$ cat src/rtl/shift_sequencer.sv
// rtl/shift_sequencer.sv - multi-cycle logical shift controller for an external 4-bit + 1-bit shift-stage chain
//
// Ports:
//   CLK, RST_N            rising-edge clock, asynchronous active-low reset
//   START, DIR, SHAMT     request (taken only when BUSY=0), direction (0=left, 1=right), amount
//   DATA_IN               operand, sampled with START
//   STAGE_Q / STAGE_D     working register to the stage chain / chain result back
//   L4/N4/R4_SHIFT, _NOT  one-hot select (and complements) for the 4-bit stage
//   L1/N1/R1_SHIFT, _NOT  one-hot select (and complements) for the 1-bit stage
//   BUSY, DONE, RESULT    status, one-cycle completion pulse, final value

module shift_sequencer #(
   parameter int WIDTH   = 32,
   parameter int SHAMT_W = 5
) (
   input  logic               CLK,
   input  logic               RST_N,
   input  logic               START,
   input  logic               DIR,
   input  logic [SHAMT_W-1:0] SHAMT,
   input  logic [WIDTH-1:0]   DATA_IN,
   output logic [WIDTH-1:0]   STAGE_Q,
   input  logic [WIDTH-1:0]   STAGE_D,
   output logic               L4_SHIFT,
   output logic               N4_SHIFT,
   output logic               R4_SHIFT,
   output logic               L4_NOT,
   output logic               N4_NOT,
   output logic               R4_NOT,
   output logic               L1_SHIFT,
   output logic               N1_SHIFT,
   output logic               R1_SHIFT,
   output logic               L1_NOT,
   output logic               N1_NOT,
   output logic               R1_NOT,
   output logic               BUSY,
   output logic               DONE,
   output logic [WIDTH-1:0]   RESULT
);

   localparam logic [1:0] ST_IDLE  = 2'd0;
   localparam logic [1:0] ST_SHIFT = 2'd1;
   localparam logic [1:0] ST_DONE  = 2'd2;

   logic [1:0]         state_q,  state_d;
   logic [WIDTH-1:0]   reg_q,    reg_d;
   logic [SHAMT_W-1:0] rem_q,    rem_d;
   logic               dir_q,    dir_d;
   logic [WIDTH-1:0]   result_q, result_d;

   logic               in_shift;
   logic               act4;
   logic               act1;
   logic [SHAMT_W-1:0] rem_next;

   // Stage activity is decoded from registered state only, so the selects
   // never see a combinational path from the request inputs.
   assign in_shift = (state_q == ST_SHIFT);
   assign act4     = in_shift && (rem_q >= SHAMT_W'(4));
   assign act1     = in_shift && (rem_q[1:0] != 2'b00);

   // {act4, 0, act1} is the step size 4*act4 + act1 as a 3-bit number.
   assign rem_next = rem_q - SHAMT_W'({act4, 1'b0, act1});

   always_comb begin
      state_d  = state_q;
      reg_d    = reg_q;
      rem_d    = rem_q;
      dir_d    = dir_q;
      result_d = result_q;
      case (state_q)
         ST_IDLE: begin
            if (START) begin
               reg_d = DATA_IN;
               dir_d = DIR;
               rem_d = SHAMT;
               if (SHAMT == '0) begin
                  state_d  = ST_DONE;
                  result_d = DATA_IN;
               end else begin
                  state_d  = ST_SHIFT;
               end
            end
         end
         ST_SHIFT: begin
            reg_d = STAGE_D;
            rem_d = rem_next;
            if (rem_next == '0) begin
               result_d = STAGE_D;
               state_d  = ST_DONE;
            end
         end
         ST_DONE: begin
            state_d = ST_IDLE;
         end
         default: begin
            state_d = ST_IDLE;
         end
      endcase
   end

   always_ff @(posedge CLK or negedge RST_N) begin
      if (!RST_N) begin
         state_q  <= ST_IDLE;
         reg_q    <= '0;
         rem_q    <= '0;
         dir_q    <= 1'b0;
         result_q <= '0;
      end else begin
         state_q  <= state_d;
         reg_q    <= reg_d;
         rem_q    <= rem_d;
         dir_q    <= dir_d;
         result_q <= result_d;
      end
   end

   assign L4_SHIFT = act4 & ~dir_q;
   assign R4_SHIFT = act4 &  dir_q;
   assign N4_SHIFT = ~act4;
   assign L1_SHIFT = act1 & ~dir_q;
   assign R1_SHIFT = act1 &  dir_q;
   assign N1_SHIFT = ~act1;

   assign L4_NOT = ~L4_SHIFT;
   assign N4_NOT = ~N4_SHIFT;
   assign R4_NOT = ~R4_SHIFT;
   assign L1_NOT = ~L1_SHIFT;
   assign N1_NOT = ~N1_SHIFT;
   assign R1_NOT = ~R1_SHIFT;

   assign STAGE_Q = reg_q;
   assign RESULT  = result_q;
   assign BUSY    = (state_q == ST_SHIFT) || (state_q == ST_DONE);
   assign DONE    = (state_q == ST_DONE);

endmodule

$ cat config.mk
export PLATFORM = sky130hd
export DESIGN_NAME = shift_sequencer
export DESIGN_NICKNAME = d
export VERILOG_FILES = /design/src/rtl/shift_sequencer.sv
export SDC_FILE = /design/constraint.sdc
export NUM_CORES = 1
export LEC_CHECK = 0
export ABC_CLOCK_PERIOD_IN_PS = 2700
export CORE_UTILIZATION = 39
export CTS_BUF_LIST = sky130_fd_sc_hd__clkbuf_16
export DETAILED_ROUTE_END_ITERATION = 8
export PLACE_DENSITY_LB_ADDON = 0.1
export REMOVE_ABC_BUFFERS = 1
export SYNTH_ARGS = -nofsm -noshare
export SYNTH_HDL_FRONTEND = slang
export SYNTH_SLANG_ARGS = --single-unit
export TNS_END_PERCENT = 5
$ cat constraint.sdc
create_clock -name CLK -period 2.7 [get_ports CLK]
set_clock_uncertainty 0.1 [all_clocks]
set_input_delay 0.54 -clock CLK [delete_from_list [all_inputs] [get_ports CLK]]
set_output_delay 0.54 -clock CLK [all_outputs]
set_load 0.1 [all_outputs]
==> out/qor.yml <==
synth-async-reset-ratio_pct: 100
post-route-drc-count: 0
synth_top_area_share_pct: 49.0
worst_path_dominant_cell_family: "simple AND/OR/NAND/NOR gates"
worst-path-buf-inv: 3
flip_flop_and_latch_count_after_synthesis: 72
worst_ep_required_time_ns: 2.81
placement.io_buffers: 150
cts.path.max_buffers: 2
layout.filler_cells: 726
clock_tree_from_tritoncts: "done"
actual_transition_at_the_worst_max_transition_pin_ns: 0.882
worstSetupStartpointType: "flip-flop"
portion_of_the_post_synthesis_area_used_by_sequential_elements_pct: 49.0
placement.cell_area_sq_mm: 0.00546
die-height_um: 99.1
synth_cell_type_count: 37
dominantRegCellSynth: "sky130_fd_sc_hd__dfrtp_1"
flow.area_growth_from_synthesis_pct: 67.6
antenna_found_initial: 0
gr-total-overflow: 0
grt_first_pass_wirelength_um: 17100
core_area_sq_mm: 0.00920
cts_inserted_buffers: 9
post_synth_most_frequent_cells: "sky130_fd_sc_hd__dfrtp_1, sky130_fd_sc_hd__nor2_1, sky130_fd_sc_hd__a21oi_1"
yosys.area.top_type: "sky130_fd_sc_hd__dfrtp_1"
vias_per_cell: 5.38
worstPathCellList: "nor3_4 -> nor2_4 -> inv_2 -> ha_4 -> buf_6 -> xor2_2 -> nand3_2 -> o31a_1 -> clkbuf_16 -> nor4b_1 -> nor2_1"
status: "complete, no violations"
min_path_type: "in -> async"
arrival_ns: 2.76
first_global_vias: 3493
drive_gt1_share_pct: 34.1
timing_hold_violations_final: 0
critPathSlowestCell: "sky130_fd_sc_hd__dfrtp_2"
max_cap_violations: 0
place.gp.congestion: 0.827
timing.final.max_slew_violations: 0
antenna_cells_inserted: 0
synth_enable_flop_cells: 0
width_of_the_chip_um: 99.1
worst_setup_path_end_kind: "flip-flop"
critPathMaxStageDelay_ns: 0.43
timing.slew.headroom_pct: 41.0
vias: 3494
routed_wirelength_um: 11000
synthesis.instances: 370
drtAntennaViolNets: 0
finalCritPeriodShare_pct: 98.0
floorplan.die_area_sq_mm: 0.00982
fin_nets: 614
clk-insertion-delay-late_ns: 0.32
fin_cells: 650
detailedPlacementHpwl_um: 7000
post-route-min-period_ns: 2.65
ctsRootBufferMaster: "sky130_fd_sc_hd__clkbuf_16"
ys_warn_count: 0
syn_area_per_cell_sq_um: 9.94
drt-pass1-iter-count: 4
largest_cells_by_area_after_synthesis: "sky130_fd_sc_hd__dfrtp_1, sky130_fd_sc_hd__mux2i_1, sky130_fd_sc_hd__nor2_1"
worst-setup-path-type: "reg -> reg"
synthesis.area_sq_mm: 0.00368
drt_iter0_drc: 105
starting_utilization_of_the_core_area_pct: 40.0
cts.sinks: 72
path_clk_slew_ns: 0.06
fin_worst_hold_slack_ns: 0.108
rsz0062_at_grt: "yes"
cells_after_dpl: 629
num_io_pins: 151
placementRows: 35
timing.fmax_ghz: 0.378
report.final.setup_viol: 0
grt_util_all_layers_pct: 22.0
finalInstanceArea_sq_mm: 0.00616
cts_max_level: 3
worst-path-max-fanout: 8
route.detailed.wl_per_inst_um: 16.9
largest_net_degree_at_the_start_of_global_routing: 73
stage by stage:
| stage | setup WS [ns] | utilization [%] | setup TNS (ns) |
|---|---|---|---|
| finish | 0.0542 | 67.0 | 0 |
| floorplan | -4.36 | - | -257.98 |
| CTS | -0.0352 | 63.3 | -0.448 |
| detailed placement | -0.0880 | 59.4 | -1.88 |
| global route | -0.0472 | 67.0 | -0.108 |
| global placement | -0.0848 | 59.4 | -1.19 |
registers in the layout, summed over array words and instances, names as in the netlist:
| name | count |
|---|---|
| dir_q | 1 |
| RESULT | 32 |
| STAGE_Q | 32 |
| state_q | 2 |
| rem_q | 5 |
final timing paths:
check	start	end	slack, ns	cells after the start
setup reg to reg	rem_q[4]	RESULT[26]	0.05	11
hold / removal	RST_N	STAGE_Q[9]	0.11	2
hold reg to reg	RESULT[20]	RESULT[20]	0.41	2
min in group CLK	RESULT[20]	RESULT[20]	0.41	2
max in group asynchronous	RST_N	rem_q[3]	2.03	2
setup / recovery	rem_q[4]	RESULT[26]	0.05	11
final cells by class:
| type | count | area, sq um | share of cell area [%] |
|---|---|---|---|
| Timing Repair Buffer | 185 | 1860 | 30.2 |
| Clock inverter | 6 | 53.8 | 0.873 |
| Sequential cell | 72 | 1800 | 29.3 |
| Tap cell | 111 | 139 | 2.25 |
| Multi-Input combinational cell | 254 | 2030 | 32.9 |
| Inverter | 13 | 51.3 | 0.832 |
| Clock buffer | 9 | 225 | 3.65 |
cell families after synthesis:
family,Yosys count,synth area share [%]
AOI/OAI and AO/OA,86,14.8
xor gates and xnor gates,1,0.238
adders and majority gates,6,2.04
buffers and inverters,44,5.51
DFF,72,49.0
muxes,36,10.0
and+or+nand+nor,125,18.4
metal layers:
layer	part of all wire [%]	GRT usage (%)
met2	49	37.1
met5	0	0
met1	44	27.3
met4	1.6	9.05
met3	5.9	5.41
repair_timing:
| item | CTS | global route |
|---|---|---|
| hold buffers | 0 | 0 |
| setup endpoints to repair | 33 | 35 |
| pin swaps | 0 | 7 |
| cloned | 0 | 3 |
| buffers inserted | 0 | 3 |
| gates resized for setup | 14 | 43 |
worst register-to-register path: stages, from the launching register on:
cell	delay (ns)
sky130_fd_sc_hd__dfrtp_2	0.43
sky130_fd_sc_hd__nor3_4	0.25
sky130_fd_sc_hd__nor2_4	0.07
sky130_fd_sc_hd__inv_2	0.08
sky130_fd_sc_hd__ha_4	0.20
sky130_fd_sc_hd__buf_6	0.12
sky130_fd_sc_hd__xor2_2	0.17
sky130_fd_sc_hd__nand3_2	0.10
sky130_fd_sc_hd__o31a_1	0.43
sky130_fd_sc_hd__clkbuf_16	0.23
sky130_fd_sc_hd__nor4b_1	0.29
sky130_fd_sc_hd__nor2_1	0.06
placed cells by master, fill, tap and decap left out, drive strengths merged, types with 2 or more instances in the layout:
cell type      instances
a211oi                33
a21oi                 37
buf                  112
clkbuf                11
clkdlybuf4s50         71
clkinv                 3
dfrtp                 72
ha                     6
inv                   15
mux2                   7
mux2i                 29
nand2                  6
nor2                  72
nor2b                  3
nor3                   4
nor4                   4
nor4b                 29
o21ai                  7
o31a                   2
or2                    2
Power is left out: the tool's default activity adds up to more than one toggle a clock period on the data nets, which glitch-free logic cannot reach.
==> RTL edit: new RTL, config.mk and constraints unchanged <==
Take the reset off `result_q` and load it in a clocked block of its own.
--- a/src/rtl/shift_sequencer.sv
+++ b/src/rtl/shift_sequencer.sv
@@ -106,5 +106,4 @@
          rem_q    <= '0;
          dir_q    <= 1'b0;
-         result_q <= '0;
       end else begin
          state_q  <= state_d;
@@ -112,6 +111,9 @@
          rem_q    <= rem_d;
          dir_q    <= dir_d;
-         result_q <= result_d;
       end
+   end
+
+   always_ff @(posedge CLK) begin
+      result_q <= result_d;
    end
 
Function: changed (Yosys sat finds a counterexample within 4 cycles, from zero or initial values and one cycle with RST_N low).
==> RTL edit against the unedited design <==
Sequential cell count did not move. Sequential share of layout area rose by 7.7 points. Global-route usage is 3.3 points lower. Routed wire length fell by 31%. Area after synthesis is 14% lower. Critical path depth increased by 3. Design area shrank 14%. Worst setup slack better by 0.029 ns.
Power is not shown: default switching activity piles up to over one toggle a cycle in this logic, so the estimate is an artifact.
==> RTL edit: results (changes against the unedited design) <==
| Metric | Value |
|---|---|
| Crit-path max cell delay | `0.38 ns (-0.05 ns)` |
| Seq/Total Area, Yosys | `61.78% (+13 points)` |
| DR pass1 iterations | `4 (unchanged)` |
| Max FO, Critical Path | `10 (+2)` |
| Synth Warn # | `0 (unchanged)` |
| Share of layout cells above drive strength 1 | `51.15% (+17 points)` |
| Largest net degree at the start of global routing | `40 (-45%)` |
| Clk root buf | `clkbuf_16` |
| Library cells used by synthesis | `30 (-19%)` |
| Final Hold Fails | `0 (unchanged)` |
| Iter 0 DRT Violations | `48 (-54%)` |
| Final #Nets | `467 (-24%)` |
| First-pass GRT wire length | `12,150 um (-29%)` |
| Vias in the first global route | `2,460 (-30%)` |
| Post-DP HPWL | `5471 um (-22%)` |
| Gr usage total | `18.69% (-3.3 points)` |
| Worst-case clock buffer depth | `2 (unchanged)` |
| Worst path slowest cell | `dfrtp_1` |
| TNS Setup | `0 ns (unchanged)` |
| Status | `finished clean` |
| Post-DR wirelength/cell | `15.33 um (-9.4%)` |
| CTS H-tree depth | `3 (unchanged)` |
| Total CTS buffers | `9 (unchanged)` |
| Asr flop ratio synth | `55.56% (-44 points)` |
| Number of port buffers | `150 (unchanged)` |
| Pre-CTS setup slack | `-0.07868 ns (+0.009293 ns)` |
| HP Class | `in -> async` |
| Crit path DAT | `2.55 ns (-0.21 ns)` |
| Post-synth EDFFs | `32 (+32)` |
| Ant. Diodes | `0 (unchanged)` |
| Cells taking the most area after synthesis | `dfrtp_1 32%, edfxtp_1 30%, mux2_2 23%` |
| Worst Max-Slew Pin Slew | `1.128 ns (+0.2459 ns)` |
| Most frequent cells after synthesis | `65 x mux2_2, 40 x dfrtp_1, 32 x edfxtp_1` |
| Clock Pin Slew Worst Setup and Hold Paths | `0.06 ns (about the same)` |
| Total grt overflow | `0 (unchanged)` |
| Dpl cell area | `4826 um^2 (-12%)` |
| Gpl congestion | `0.8451 (+2.2%)` |
| Drt via density | `4.846 (-9.8%)` |
| Initial antenna violation count | `0 (unchanged)` |
| Worst skew pair latency | `0.32 ns (about the same)` |
| CP delay by family, top | `buffers and inverters` |
==> RTL edit: cell types whose count changed in the layout (fill, tap and decap cells not counted), sizes merged, moves of 3 or more <==
cell | before | now
clkinv | 3 | 0
a211oi | 33 | 0
clkinvlp | 0 | 4
o21ai | 7 | 4
mux2 | 7 | 65
a21oi | 37 | 10
nand2 | 6 | 10
nor2 | 72 | 9
edfxtp | 0 | 32
dfrtp | 72 | 40
mux2i | 29 | 2
buf | 112 | 99
nor4b | 29 | 0
nor4 | 4 | 0
==> RTL edit: worst paths after layout <==
| check | to | startpoint | cells after the start | slack, ns |
|---|---|---|---|---|
| max | RESULT[8]$_DFFE_PP_ | state_q[1]$_DFFE_PN0P_ | 14 | 0.08 |
| min | STAGE_Q[11]$_DFFE_PN0P_ | RST_N | 1 | 0.06 |
| max reg2reg | RESULT[8]$_DFFE_PP_ | state_q[1]$_DFFE_PN0P_ | 14 | 0.08 |
| min reg2reg | STAGE_Q[14]$_DFFE_PN0P_ | STAGE_Q[14]$_DFFE_PN0P_ | 1 | 0.40 |
| max in group asynchronous | STAGE_Q[16]$_DFFE_PN0P_ | RST_N | 2 | 1.75 |
| min in group CLK | STAGE_Q[14]$_DFFE_PN0P_ | STAGE_Q[14]$_DFFE_PN0P_ | 1 | 0.40 |
==> RTL edit: cell families after synthesis <==
group                    synth area share, %
flip-flops                             61.78
multiplexers                           23.68
AND/OR/NAND/NOR                        4.216
AO/OA/AOI/OAI                          3.980
buffers and inverters                  3.428
adder cells (fa/ha/maj)                2.364
XOR/XNOR                              0.5517
==> RTL edit: final cells by class <==
| type | instances | area, um^2 |
|---|---|---|
| Sequential cell | 72 | 1962 |
| Fill cell | 587 | 2502 |
| Clock inverter | 7 | 72.57 |
| Timing Repair Buffer | 170 | 1642 |
| Multi-Input combinational cell | 124 | 1232 |
| Inverter | 11 | 43.79 |
| Clock buffer | 9 | 225.2 |
| Tap cell | 102 | 127.6 |
==> RTL edit: through the flow <==
step           hold WS, ns  utilization, %  cells
6_report           0.06480           67.95    495
5_1_grt            0.09159           67.95    495
4_1_cts            0.06280           66.86    494
3_5_place_dp        0.3969           61.81    473
3_3_place_gp        0.3923           61.81    473
2_1_floorplan       0.1444               -    207
==> RTL edit: metal layers <==
metal	vias up	global-route usage (%)	share of wire (%)
met5	-	0	0
met4	0	7.422	2.4
met3	18	5.970	8.9
met2	116	30.53	48
met1	1144	22.93	40
li1	1121	-	-
==> RTL edit: timing repair <==
action,in CTS,in global routing
setup buffers,4,1
setup endpoints to repair,33,32
gates cloned,1,0
pin swaps,5,6
resized for setup,10,14
